**src/rtl/lfm_out_reg.sv**
```systemverilog
// lfm_out_reg
// Output register at the far end of the LFM phase-accumulator interface.
// It takes part in the ready handshake with the accumulator and captures the
// sine-ROM samples addressed during one packet. Samples are packed LANES per
// DAC word, with lane 0 (the earliest sample) in the LSBs. A final partial
// word is filled out with PAD. At the end of each packet the number of
// captured samples is compared with the packet length that was latched.
//
// Ports
//   CLK             in   system clock, rising edge
//   RESET_N         in   asynchronous active-low reset
//   SIGN_START_CALC in   accumulator armed, requests handshake
//   SIGN_STOP_CALC  in   high in the cycle the last ROM address is driven
//   NUM_OF_SAMPLES  in   packet length, latched on START in IDLE
//   ROM_DATA        in   sine ROM output, valid ROM_LATENCY cycles after address
//   OUT_REG_READY   out  block can accept a new packet
//   DAC_DATA        out  packed word, held between strobes
//   DAC_VALID       out  one-cycle strobe per word
//   DAC_LAST        out  final word of a packet (with DAC_VALID)
//   PKT_DONE        out  one-cycle pulse with the final word
//   ERR_COUNT       out  sticky until next START: captured count != latched length
//
// state | meaning
// ------+------------------------------------------------------------
// IDLE  | ready; START latches length and clears count/lane/error
// ARMED | ready; waits for the accumulator to drop START
// RUN   | one ROM address per cycle; STOP moves to DRAIN
// DRAIN | waits for in-flight samples, flushes last word, pulses done

module lfm_out_reg #(
   parameter int                DATA_W      = 12,
   parameter int                LANES       = 4,
   parameter int                ROM_LATENCY = 1,
   parameter logic [DATA_W-1:0] PAD         = '0
) (
   input  logic                      CLK,
   input  logic                      RESET_N,
   input  logic                      SIGN_START_CALC,
   input  logic                      SIGN_STOP_CALC,
   input  logic [31:0]               NUM_OF_SAMPLES,
   input  logic [DATA_W-1:0]         ROM_DATA,
   output logic                      OUT_REG_READY,
   output logic [LANES*DATA_W-1:0]   DAC_DATA,
   output logic                      DAC_VALID,
   output logic                      DAC_LAST,
   output logic                      PKT_DONE,
   output logic                      ERR_COUNT
);

   localparam int IW = (LANES > 1) ? $clog2(LANES) : 1;
   localparam int DW = $clog2(ROM_LATENCY + 1);
   localparam logic [IW-1:0] IDX_LAST   = IW'(LANES - 1);
   localparam logic [DW-1:0] DRAIN_LOAD = DW'(ROM_LATENCY);

   typedef enum logic [1:0] {S_IDLE, S_ARMED, S_RUN, S_DRAIN} state_t;

   state_t                  r_state;
   state_t                  w_state_nxt;
   logic [DW-1:0]           r_drain_cnt;
   logic [ROM_LATENCY-1:0]  r_vpipe;
   logic [DATA_W-1:0]       r_lane [LANES];
   logic [DATA_W-1:0]       w_lane_nxt [LANES];
   logic [IW-1:0]           r_idx;
   logic [IW:0]             w_fill;
   logic [31:0]             r_cnt;
   logic [31:0]             r_num;
   logic [31:0]             w_cnt_nxt;
   logic [LANES*DATA_W-1:0] w_word;
   logic                    w_addr_valid;
   logic                    w_smp_valid;
   logic                    w_flush;
   logic                    w_full;
   logic                    w_partial;
   logic                    w_start_pkt;

   // ---------------- FSM ----------------
   always_ff @(posedge CLK or negedge RESET_N) begin
      if (!RESET_N) r_state <= S_IDLE;
      else          r_state <= w_state_nxt;
   end

   always_comb begin
      w_state_nxt  = r_state;
      w_addr_valid = 1'b0;
      case (r_state)
         S_IDLE:  if (SIGN_START_CALC) w_state_nxt = S_ARMED;
         S_ARMED: if (!SIGN_START_CALC) w_state_nxt = S_RUN;
         S_RUN: begin
            w_addr_valid = 1'b1;
            if (SIGN_STOP_CALC) w_state_nxt = S_DRAIN;
         end
         S_DRAIN: if (r_drain_cnt == '0) w_state_nxt = S_IDLE;
         default: w_state_nxt = S_IDLE;
      endcase
   end

   assign OUT_REG_READY = (r_state == S_IDLE) || (r_state == S_ARMED);
   assign w_start_pkt   = (r_state == S_IDLE) && SIGN_START_CALC;

   // DRAIN lasts ROM_LATENCY+1 cycles: the last sample lands when the count
   // reaches 1 (flush edge), and the final cycle carries the DAC_LAST word
   // with READY still low.
   always_ff @(posedge CLK or negedge RESET_N) begin
      if (!RESET_N) begin
         r_drain_cnt <= '0;
      end else if (r_state == S_RUN && SIGN_STOP_CALC) begin
         r_drain_cnt <= DRAIN_LOAD;
      end else if (r_state == S_DRAIN && r_drain_cnt != '0) begin
         r_drain_cnt <= r_drain_cnt - DW'(1);
      end
   end

   assign w_flush = (r_state == S_DRAIN) && (r_drain_cnt == DW'(1));

   // ---------------- address-valid pipeline ----------------
   generate
      if (ROM_LATENCY == 1) begin : g_pipe1
         always_ff @(posedge CLK or negedge RESET_N) begin
            if (!RESET_N) r_vpipe <= '0;
            else          r_vpipe <= w_addr_valid;
         end
      end else begin : g_pipen
         always_ff @(posedge CLK or negedge RESET_N) begin
            if (!RESET_N) r_vpipe <= '0;
            else          r_vpipe <= {r_vpipe[ROM_LATENCY-2:0], w_addr_valid};
         end
      end
   endgenerate

   assign w_smp_valid = r_vpipe[ROM_LATENCY-1];

   // ---------------- packing ----------------
   // The word is built from the lane contents including this cycle's capture.
   // Lanes at or above the fill level take PAD, so stale lanes never leak.
   always_comb begin
      for (int i = 0; i < LANES; i++) w_lane_nxt[i] = r_lane[i];
      if (w_smp_valid) w_lane_nxt[r_idx] = ROM_DATA;
      w_fill = {1'b0, r_idx} + {{IW{1'b0}}, w_smp_valid};
      w_word = '0;
      for (int i = 0; i < LANES; i++) begin
         w_word[i*DATA_W +: DATA_W] = (i < int'(w_fill)) ? w_lane_nxt[i] : PAD;
      end
   end

   assign w_full    = w_smp_valid && (r_idx == IDX_LAST);
   assign w_partial = w_flush && !w_full && (w_fill != '0);
   assign w_cnt_nxt = r_cnt + (w_smp_valid ? 32'd1 : 32'd0);

   always_ff @(posedge CLK or negedge RESET_N) begin
      if (!RESET_N) begin
         for (int i = 0; i < LANES; i++) r_lane[i] <= '0;
         r_idx     <= '0;
         r_cnt     <= '0;
         r_num     <= '0;
         DAC_DATA  <= '0;
         DAC_VALID <= 1'b0;
         DAC_LAST  <= 1'b0;
         PKT_DONE  <= 1'b0;
         ERR_COUNT <= 1'b0;
      end else begin
         DAC_VALID <= 1'b0;
         DAC_LAST  <= 1'b0;
         PKT_DONE  <= w_flush;
         if (w_start_pkt) begin
            r_num     <= NUM_OF_SAMPLES;
            r_cnt     <= '0;
            r_idx     <= '0;
            ERR_COUNT <= 1'b0;
         end else begin
            if (w_smp_valid) begin
               for (int i = 0; i < LANES; i++) r_lane[i] <= w_lane_nxt[i];
               r_cnt <= w_cnt_nxt;
               if (r_num == 32'd0) ERR_COUNT <= 1'b1;
            end
            if (w_full || w_partial) begin
               DAC_DATA  <= w_word;
               DAC_VALID <= 1'b1;
               DAC_LAST  <= w_flush;
               r_idx     <= '0;
            end else if (w_smp_valid) begin
               r_idx <= r_idx + IW'(1);
            end
            if (w_flush) ERR_COUNT <= (w_cnt_nxt != r_num);
         end
      end
   end

endmodule

```
**config.mk**
```make
export PLATFORM = sky130hd
export DESIGN_NAME = lfm_out_reg
export DESIGN_NICKNAME = d
export VERILOG_FILES = /design/src/rtl/lfm_out_reg.sv
export SDC_FILE = /design/constraint.sdc
export NUM_CORES = 1
export LEC_CHECK = 0
export ABC_CLOCK_PERIOD_IN_PS = 2500
export CORE_MARGIN = 10
export CORE_UTILIZATION = 34
export DETAILED_ROUTE_END_ITERATION = 10
export DONT_BUFFER_PORTS = 1
export PLACE_DENSITY = 0.61
export SETUP_SLACK_MARGIN = 0.05
export SLEW_MARGIN = 25
export SYNTH_ARGS = -nofsm -noshare
export SYNTH_HDL_FRONTEND = slang
export SYNTH_SLANG_ARGS = --single-unit
```
**constraint.sdc**
```tcl
create_clock -name CLK -period 2.5 [get_ports CLK]
set_input_delay 0.625 -clock CLK [delete_from_list [all_inputs] [get_ports CLK]]
set_output_delay 0.625 -clock CLK [all_outputs]
set_load 0.05 [all_outputs]
```
==> results of run 1 <==
==> repair_timing <==
item,4_1_cts,5_1_grt
endpoints found under the setup margin,0,41
setup buffers,0,0
resized for setup,0,10
endpoints found under the hold margin,170,170
==> power by group <==
| group | internal [mW] | total (mW) | switching (mW) |
|---|---|---|---|
| registers | 3.65 | 5.26 | 1.61 |
| logic | 1.47 | 3.24 | 1.77 |
| clock network | 1.41 | 2.61 | 1.20 |
==> registers in the layout (all words and copies together) (netlist names) <==
register / cells
r_drain_cnt: 1
r_lane: 48
r_idx: 2
PKT_DONE: 1
ERR_COUNT: 1
r_num: 32
DAC_VALID: 1
DAC_DATA: 48
r_vpipe: 1
r_cnt: 32
DAC_LAST: 1
r_state: 2
==> path summary, 6_finish.rpt <==
path	to	startpoint	cells after the start
max	ERR_COUNT	r_vpipe	9
min	DAC_DATA[28]	RESET_N	0
max reg2reg	ERR_COUNT	r_vpipe	9
min reg2reg	r_lane[1]	r_lane[1]	1
max in group asynchronous	r_cnt[27]	RESET_N	0
min in group CLK	r_num[10]	NUM_OF_SAMPLES[10]	2
==> cell usage in the layout, fill, tap and decap left out, types with 8 or more instances in the layout <==
cell / synthesis / layout
nand2_1: 189 / 188
dfrtp_1: 170 / 170
mux2_2: 61 / 61
nor2_1: 46 / 45
xor2_1: 40 / 40
o31ai_1: 41 / 40
buf_4: 1 / 40
mux2i_1: 39 / 39
xnor2_1: 33 / 33
nand3_1: 30 / 30
o21ai_0: 20 / 20
nand4_1: 18 / 18
clkbuf_16: 0 / 17
inv_1: 16 / 16
nor4_1: 14 / 13
nor3_1: 15 / 12
ha_1: 13 / 12
a21oi_1: 8 / 8
==> cell families after synthesis <==
logic type,Yosys count,share of synthesized area [%]
xor+xnor,73,7.462
mux,100,12.57
flops,170,49.65
simple gates,347,18.14
fa+ha+maj,13,1.898
compound gates,89,7.185
buf+inv,68,3.096
==> area by class of cell <==
class / instances / area [µm²] / share of cell area (%)
clock buffers: 17 / 425.4 / 4.348
clock inverters: 14 / 156.4 / 1.599
inverters: 16 / 60.06 / 0.6139
multi-input cells: 622 / 4094 / 41.85
flip-flops and latches: 170 / 4254 / 43.48
well taps: 330 / 412.9 / 4.220
repair buffers: 44 / 380.4 / 3.888
==> stage by stage <==
step	utilization [%]	hold WS [ns]	power (mW)	instances
floorplan	-	0.3294	7.584	860
global placement	36.71	0.3342	8.501	1182
detailed placement	36.71	0.3335	8.587	1182
CTS	39.04	-0.1356	11.22	1213
global route	39.19	-0.1481	11.83	1213
finish	39.19	-0.1166	11.12	1213
==> metal layers <==
| layer | up-vias | wire length (µm) | global-route usage (%) |
|---|---|---|---|
| met5 | - | 0 | 0 |
| met4 | 0 | 445 | 5.167 |
| met3 | 25 | 1410 | 4.044 |
| met2 | 153 | 9476 | 19.69 |
| met1 | 3029 | 10270 | 19.07 |
| li1 | 2970 | - | - |
==> impl_metrics.toml, run 1 <==
[setup_path]
worstPathCellList = "ha_2 > nand2_1 > nor4_1 > buf_4 > xnor2_1 > o2111ai_1 > or4_1 > nor4_2 > a21oi_1"
crit_path_end_kind = "flop"
worst-setup-path-type = "flop to flop"
r2r_slack_ns = 0.16
slowest_stage = "or4_1"
path_buf_inv = 1
critPathArrivalTime_ns = 2.64
critPathRequiredTime_ns = 2.80
critPathMaxStageDelay_ns = 0.44
start_kind = "flop"
cp_top_family = "simple AND/OR/NAND/NOR gates"
path_max_fanout = 5

[routing]
drtIter0Drc = 513
num_vias = 6177
viasPerCell = 5.092
final_antenna_net_count = 0
drc = 0
wl_per_cell_um = 17.81
detail_route.wirelength_um = 21610
first_pass_iters = 5

[floorplan]
io_pins = 101
core_mm2 = 0.02496
dieArea_mm2 = 0.03195
dieHeight_um = 178.7
row_count = 58
die_w_um = 178.7
initial_core_util_pct = 34.32

[sta]
finalHoldViolations = 170
finalSetupTns_ns = 0
max_freq_mhz = 427.9
relSlewSlack_pct = 51.50
timing.final.setup_violations = 0
grt_setup_unrepaired = "true"
setup_slack_ns = 0.1629
final.setup_skew_ns = 0.02022
layout_min_cycle_time_ns = 2.337
min_period_over_period_pct = 93.49
holdWs_ns = -0.1166
worst_slew_pin_slew_ns = 0.7258
maxSlewViolCount = 0

[placement]
post-place-ws_ns = 0.08763
place_area_mm2 = 0.009165
io_buffers = 0
dp_hpwl_um = 15670
gp_congestion = 0.9520

[logic_synthesis]
synth_edf_count = 0
avgSynthCellArea_um2 = 9.963
post-synth-top-count-cell = "nand2_1"
synth_cell_types = 47
ys_seq_elements = 170
ys_warn_count = 0
synth_common_cells = "nand2_1, dfrtp_1, mux2_2"
yosys.area.top_type = "dfrtp_1"
yosysSeqAreaShare_pct = 49.65
syn-cell-area_mm2 = 0.008568
syn_inst = 860
synthArstFlopShare_pct = 100.0
synth_area_leaders = "dfrtp_1, nand2_1, mux2_2"
netlist.area_leader.share_pct = 49.65
synthesis.nets = 921
synth-main-ff-cell = "dfrtp_1"

[cells_and_area]
area_delta_synth_final_pct = 14.18
fin_area_mm2 = 0.009783
fillCellCount = 2459
insertedDiodeCount = 0
drive_above_1_share_pct = 17.33
final_nets = 932

[outcome]
violations = "hold timing"
outcome = "finished with violations"

[min_path]
hp-class = "input pin to asynchronous set/reset pin"

[clock_tree]
clk_path_buf_depth = 2
root_buffer = "clkbuf_16"
numCtsBuffers = 17
numClockSinks = 170
cts_max_level = 4
insertion_delay_ns = 0.43
clkSlewWorstSetupHoldPaths_ns = 0.07
cts_tree = "done"

[grt]
overflow = 0
grt_max_degree = 171
grt_util_all_layers_pct = 13.72
grt_first_pass_wirelength_um = 34470
grt_pass1_vias = 6048
antenna_found_initial = 0

[power_and_ir_drop]
peakVddDrop_v = 0.0004969
power_density_mw_per_mm2 = 1136
p_leak_nw = 4.581

[flow_run]
drv_cap = 0
No activity file was read; power rests on OpenSTA's default activity.
==> run 2, diff against run 1 <==
SLEW_MARGIN = 20   (was 25)
TNS_END_PERCENT = 20   (was default)
==> results of run 2 <==
Same layout as run 1: the final DEF is identical, and so are final timing and power.
==> variant 1: new RTL, settings of run 2 <==
Re-encode `state_t` (4 states) as one-hot, 4 bits wide.
--- a/src/rtl/lfm_out_reg.sv
+++ b/src/rtl/lfm_out_reg.sv
@@ -52,7 +52,7 @@
    localparam logic [IW-1:0] IDX_LAST   = IW'(LANES - 1);
    localparam logic [DW-1:0] DRAIN_LOAD = DW'(ROM_LATENCY);
 
-   typedef enum logic [1:0] {S_IDLE, S_ARMED, S_RUN, S_DRAIN} state_t;
+   typedef enum logic [3:0] {S_IDLE = 4'b0001, S_ARMED = 4'b0010, S_RUN = 4'b0100, S_DRAIN = 4'b1000} state_t;
 
    state_t                  r_state;
    state_t                  w_state_nxt;
Formal check against the unedited RTL: same outputs for any inputs over 10 cycles, from zero or initial values and one cycle with RESET_N low; not proved beyond that.
==> variant 1 against run 2 <==
  * The run still ends with negative hold slack left
  * Area after synthesis rose by 1.1%
  * Worst hold slack better by 0.0048 ns
  * Clock skew barely moved
  * Routed wire length down 2.2%
  * Cell count decreased by 1.5%
  * Worst setup slack worse by 0.0081 ns
  * Core utilization is 0.16 points lower
  * Sequential cell count grew 2
  * Power fell by 27%
  * Synthesized cell count shrank 0.93%
  * Design area rose by 0.17%
  * Critical path type unchanged
  * Critical endpoint unchanged
  * Largest cell class unchanged
  * Highest routed layer unchanged
==> variant 1: results (changes against run 2) <==
| Metric | Value |
|---|---|
| Outcome | `finished, violations left` |
| Pwr/cell area | `832 nW/um2 (-27%)` |
| Slew @ Worst Pin | `0.748 ns (+0.0221 ns)` |
| Placed cells | `1162 (-1.7%)` |
| Vias in the first global route | `6185 (+2.3%)` |
| Final hold viol count | `171 (+0.59%)` |
| DR WL/cell | `17.7 um (-0.68%)` |
| CTS resizes | `1 (+1)` |
| HPWL Detailed | `14700 um (-6.5%)` |
| Metal2 WL | `10100 um (+6.4%)` |
| Sequential-to-total area share from yosys stat | `0.497 (about the same)` |
| Global-route wire length before repair | `34400 um (about the same)` |
| Distinct cell type count after synthesis | `54 (+15%)` |
| GRT Resource Usage Total | `0.129 (-0.00842)` |
| Layout cells sized above 1 | `0.171 (-0.00217)` |
| Fmax | `426 MHz (-0.35%)` |
| Post-DP Area | `9130 um2 (-0.34%)` |
| Clock skew | `0.0202 ns (-0.0000218 ns)` |
| Int Power | `5.34 mW (-18%)` |
| Met1 Wirelength | `9870 um (-3.9%)` |
| Fill cells | `2516 (+2.3%)` |
| Hold_ws | `-0.112 ns (+0.00485 ns)` |
| Vias per Instance | `5.17 (+1.5%)` |
| Met3 WL post-DR | `1020 um (-27%)` |
| Clock share of power | `0.343 (+0.108)` |
| Worst vdd ir | `0.354 mV (-29%)` |
| Failing checks | `negative hold slack` |
-- variant 1: changes by cell type in the layout (fill, tap and decap cells not counted), moves of 4 or more --
cell             run 2  this run
a21oi_1              8        14
xor2_1              40        31
nand2_1            188       180
o21ai_0             20        24
clkinv_8             2         7
xnor2_1             33        44
inv_6                4         0
buf_4               40        30
nor4_1              13         9
nor3_1              12         8
-- variant 1: logic make-up after synthesis --
family	Yosys count	share of synthesized area
simple gates	334	0.185
xor+xnor	75	0.0758
flops	172	0.497
compound gates	95	0.0728
buf+inv	67	0.0323
mux	99	0.123
fa+ha+maj	10	0.0142
-- variant 1: layout make-up --
class / count / area, um2 / share of cell area
clock buffers: 17 / 425 / 0.0434
clock inverters: 15 / 214 / 0.0218
inverters: 15 / 56.3 / 0.00575
multi-input cells: 614 / 4120 / 0.420
flip-flops and latches: 172 / 4310 / 0.439
well taps: 330 / 413 / 0.0421
repair buffers: 32 / 265 / 0.0271
-- variant 1: worst register-to-register path, stage by stage (launching register included) --
cell and delay (ns):
dfrtp_2 0.43, ha_1 0.26, nand4_1 0.24, nor2_1 0.34, nand4_1 0.16, xnor2_1 0.19, nand4_1 0.12, a2111oi_1 0.36
a21oi_1 0.12
-- variant 1: how the worst max path moves through the flow --
stage / startpoint / to / slack, ns
global placement: r_vpipe / ERR_COUNT / 0.11
global route: r_vpipe / ERR_COUNT / 0.04
CTS: r_vpipe / ERR_COUNT / 0.10
detailed placement: r_vpipe / ERR_COUNT / 0.08
finish: r_vpipe / ERR_COUNT / 0.15
floorplan: r_state[0] / OUT_REG_READY / 0.06
-- variant 1: layer usage --
layer	vias up	GRT usage
li1	2951	-
met1	3097	0.165
met2	116	0.212
met3	13	0.0339
met4	0	0.0318
met5	-	0
==> variant 2: new RTL, flow settings as in run 2 <==
Made on the original files. The parameter `LANES` goes from 4 to 2.
--- a/src/rtl/lfm_out_reg.sv
+++ b/src/rtl/lfm_out_reg.sv
@@ -29,7 +29,7 @@
 
 module lfm_out_reg #(
    parameter int                DATA_W      = 12,
-   parameter int                LANES       = 4,
+   parameter int                LANES       = 2,
    parameter int                ROM_LATENCY = 1,
    parameter logic [DATA_W-1:0] PAD         = '0
 ) (
Ports: changed (resized DAC_DATA); port bits go from 101 to 77. The function was not compared with the original's and may differ.
==> variant 2 against run 2 <==
  * The run still ends with negative hold slack left
  * Sequential cell count decreased by 61
  * Core utilization down 1.6 points
  * Design area fell by 36%
  * Routed wire length down 35%
  * Area after synthesis is 33% lower
  * Worst setup slack better by 0.077 ns
  * Count of clock-buffer cells in the layout fell by 7
  * Power shrank 35%
  * Worst hold slack better by 0.079 ns
  * Synthesized cell count fell by 30%
  * Largest cell class is now multi-input gates
==> variant 2: results (changes against run 2) <==
| Metric | Value |
|---|---|
| CTS Buf Count | `9 (-8)` |
| Setup ws final | `0.240 ns (+0.0771 ns)` |
| N_diodes | `0 (unchanged)` |
| R2R cell count | `7 (-2)` |
| Gpl congestion | `0.834 (-12%)` |
| Global-route wire length before repair | `23000 um (-33%)` |
| Register area | `2730 um2 (-36%)` |
| H-Tree Depth | `3 (-1)` |
| Inverters | `12 (-4)` |
| Setup_tns | `0 ns (unchanged)` |
| Layout cells sized above 1 | `0.0938 (-0.0795)` |
| Clock skew | `0.0145 ns (-0.00568 ns)` |
| Total number of yosys warnings | `0 (unchanged)` |
| Insertion delay to the later sink of the worst-skew pair | `0.37 ns (-0.06 ns)` |
| Worst-path fanout max | `11 (+6)` |
| Final hold viol count | `77 (-55%)` |
| Top post-synthesis cells by count | `nand2_1, dfrtp_1, xnor2_1` |
| Crit path capture | `ERR_COUNT` |
| Top Registers | `r_cnt (32), r_num (32), DAC_DATA (24)` |
| Vias post-DR | `4208 (-32%)` |
| Distinct cell type count after synthesis | `48 (+2.1%)` |
| Root buffer cell | `clkbuf_16` |
| Initial DRC Count | `231 (-55%)` |
| Failing checks | `negative hold slack` |
| Worst slack at placement | `0.0655 ns (-0.0221 ns)` |
| HPWL Detailed | `10300 um (-34%)` |
| Hold Path Class | `in -> async` |
| GRT Resource Usage Total | `0.129 (-0.00795)` |
| Largest net degree at the start of global routing | `110 (-36%)` |
| Crit path from | `r_cnt[4]` |
| WP data arrival | `2.48 ns (-0.16 ns)` |
| Iteration count of the initial detailed-routing pass | `5 (unchanged)` |
| Asr flop ratio synth | `1.00 (unchanged)` |
| Routed wire length | `14000 um (-35%)` |
| Port-buffer cells | `0 (unchanged)` |
| Multi-input gate area | `2780 um2 (-32%)` |
| CTS clk-pin slew, worst paths | `0.08 ns` |
| Nets@finish | `646 (-31%)` |
| Initial antenna violation count | `0 (unchanged)` |
| Bufs w/o clock | `10 (-77%)` |
| #MultiIn Comb | `450 (-28%)` |
| Top post-synthesis cells by area | `dfrtp_1, nand2_1, xnor2_1, xor2_1, mux2i_1` |
| Worst vdd ir | `0.731 mV (+47%)` |
| Pleak | `2.84 nW (-38%)` |
| FF+latch count, synth | `109 (-36%)` |
| Largest buffer count on any clock path | `2 (unchanged)` |
| Outcome | `finished, violations left` |
| Hold_ws | `-0.0372 ns (+0.0794 ns)` |
| Sequential-to-total area share from yosys stat | `0.478 (-0.0180)` |
| Post-synth net total | `659 (-28%)` |
| Clkbuf count | `10 (-7)` |
| Fill cells | `1638 (-33%)` |
| Slew @ Worst Pin | `0.670 ns (-0.0562 ns)` |
| NonClk Buf Share | `0.0121 (-0.0268)` |
| Layout clock area frac | `0.0501 (-0.00938)` |
variant 2: changes by cell type after synthesis, sizes merged, moves of 8 or more:
cell / change
xnor2: +14
mux2i: -21
mux2: -47
nand2: -48
xor2: -11
a22o: +11
nor2: -8
o31ai: -40
clkbuf: -13
dfrtp: -61
variant 2: power breakdown:
part	internal (mW)	total [mW]	switching, mW	leakage (nW)
Combinational	1.00	2.18	1.18	1.28
Sequential	2.35	3.61	1.25	1.40
Clock	0.741	1.47	0.731	0.153
Total	4.10	7.26	3.16	2.84
variant 2: critical path, cell delays in order (launching register included):
cell and delay [ns]:
dfrtp_1 0.55, and4_1 0.28, and4_1 0.32, and3_1 0.25, xnor2_1 0.15, nand4_1 0.13, nor4_1 0.32, a31oi_1 0.13
variant 2: cells by family (layout without fill, tap and decap cells):
group,Yosys count,in the layout,synth area share
AND/OR/NAND/NOR,286,286,0.237
flip-flops,109,109,0.478
adder cells (fa/ha/maj),6,6,0.0132
buffers and inverters,46,38,0.0378
XOR/XNOR,76,76,0.118
AO/OA/AOI/OAI,50,50,0.0566
multiplexers,32,32,0.0593
variant 2: metrics by stage:
step | util | cell area [um2] | std cells | total power [mW]
floorplan | - | 5700 | 605 | 5.20
global placement | 0.356 | 5880 | 801 | 5.74
detailed placement | 0.356 | 5880 | 801 | 5.84
CTS | 0.375 | 6190 | 817 | 7.32
global route | 0.376 | 6220 | 817 | 7.75
finish | 0.376 | 6220 | 817 | 7.26
variant 2: per-layer routing:
metal,track usage,up-vias,part of all wire
met5,0,-,0
met2,0.199,89,0.46
met3,0.0513,25,0.083
met1,0.162,2079,0.44
li1,-,2015,-
met4,0.0427,0,0.021
variant 2: timing repair:
action | 4_1_cts | 5_1_grt
hold endpoints to repair | 109 | 109
setup buffers | 0 | 0
setup endpoints to repair | 1 | 1
resized for setup | 1 | 8
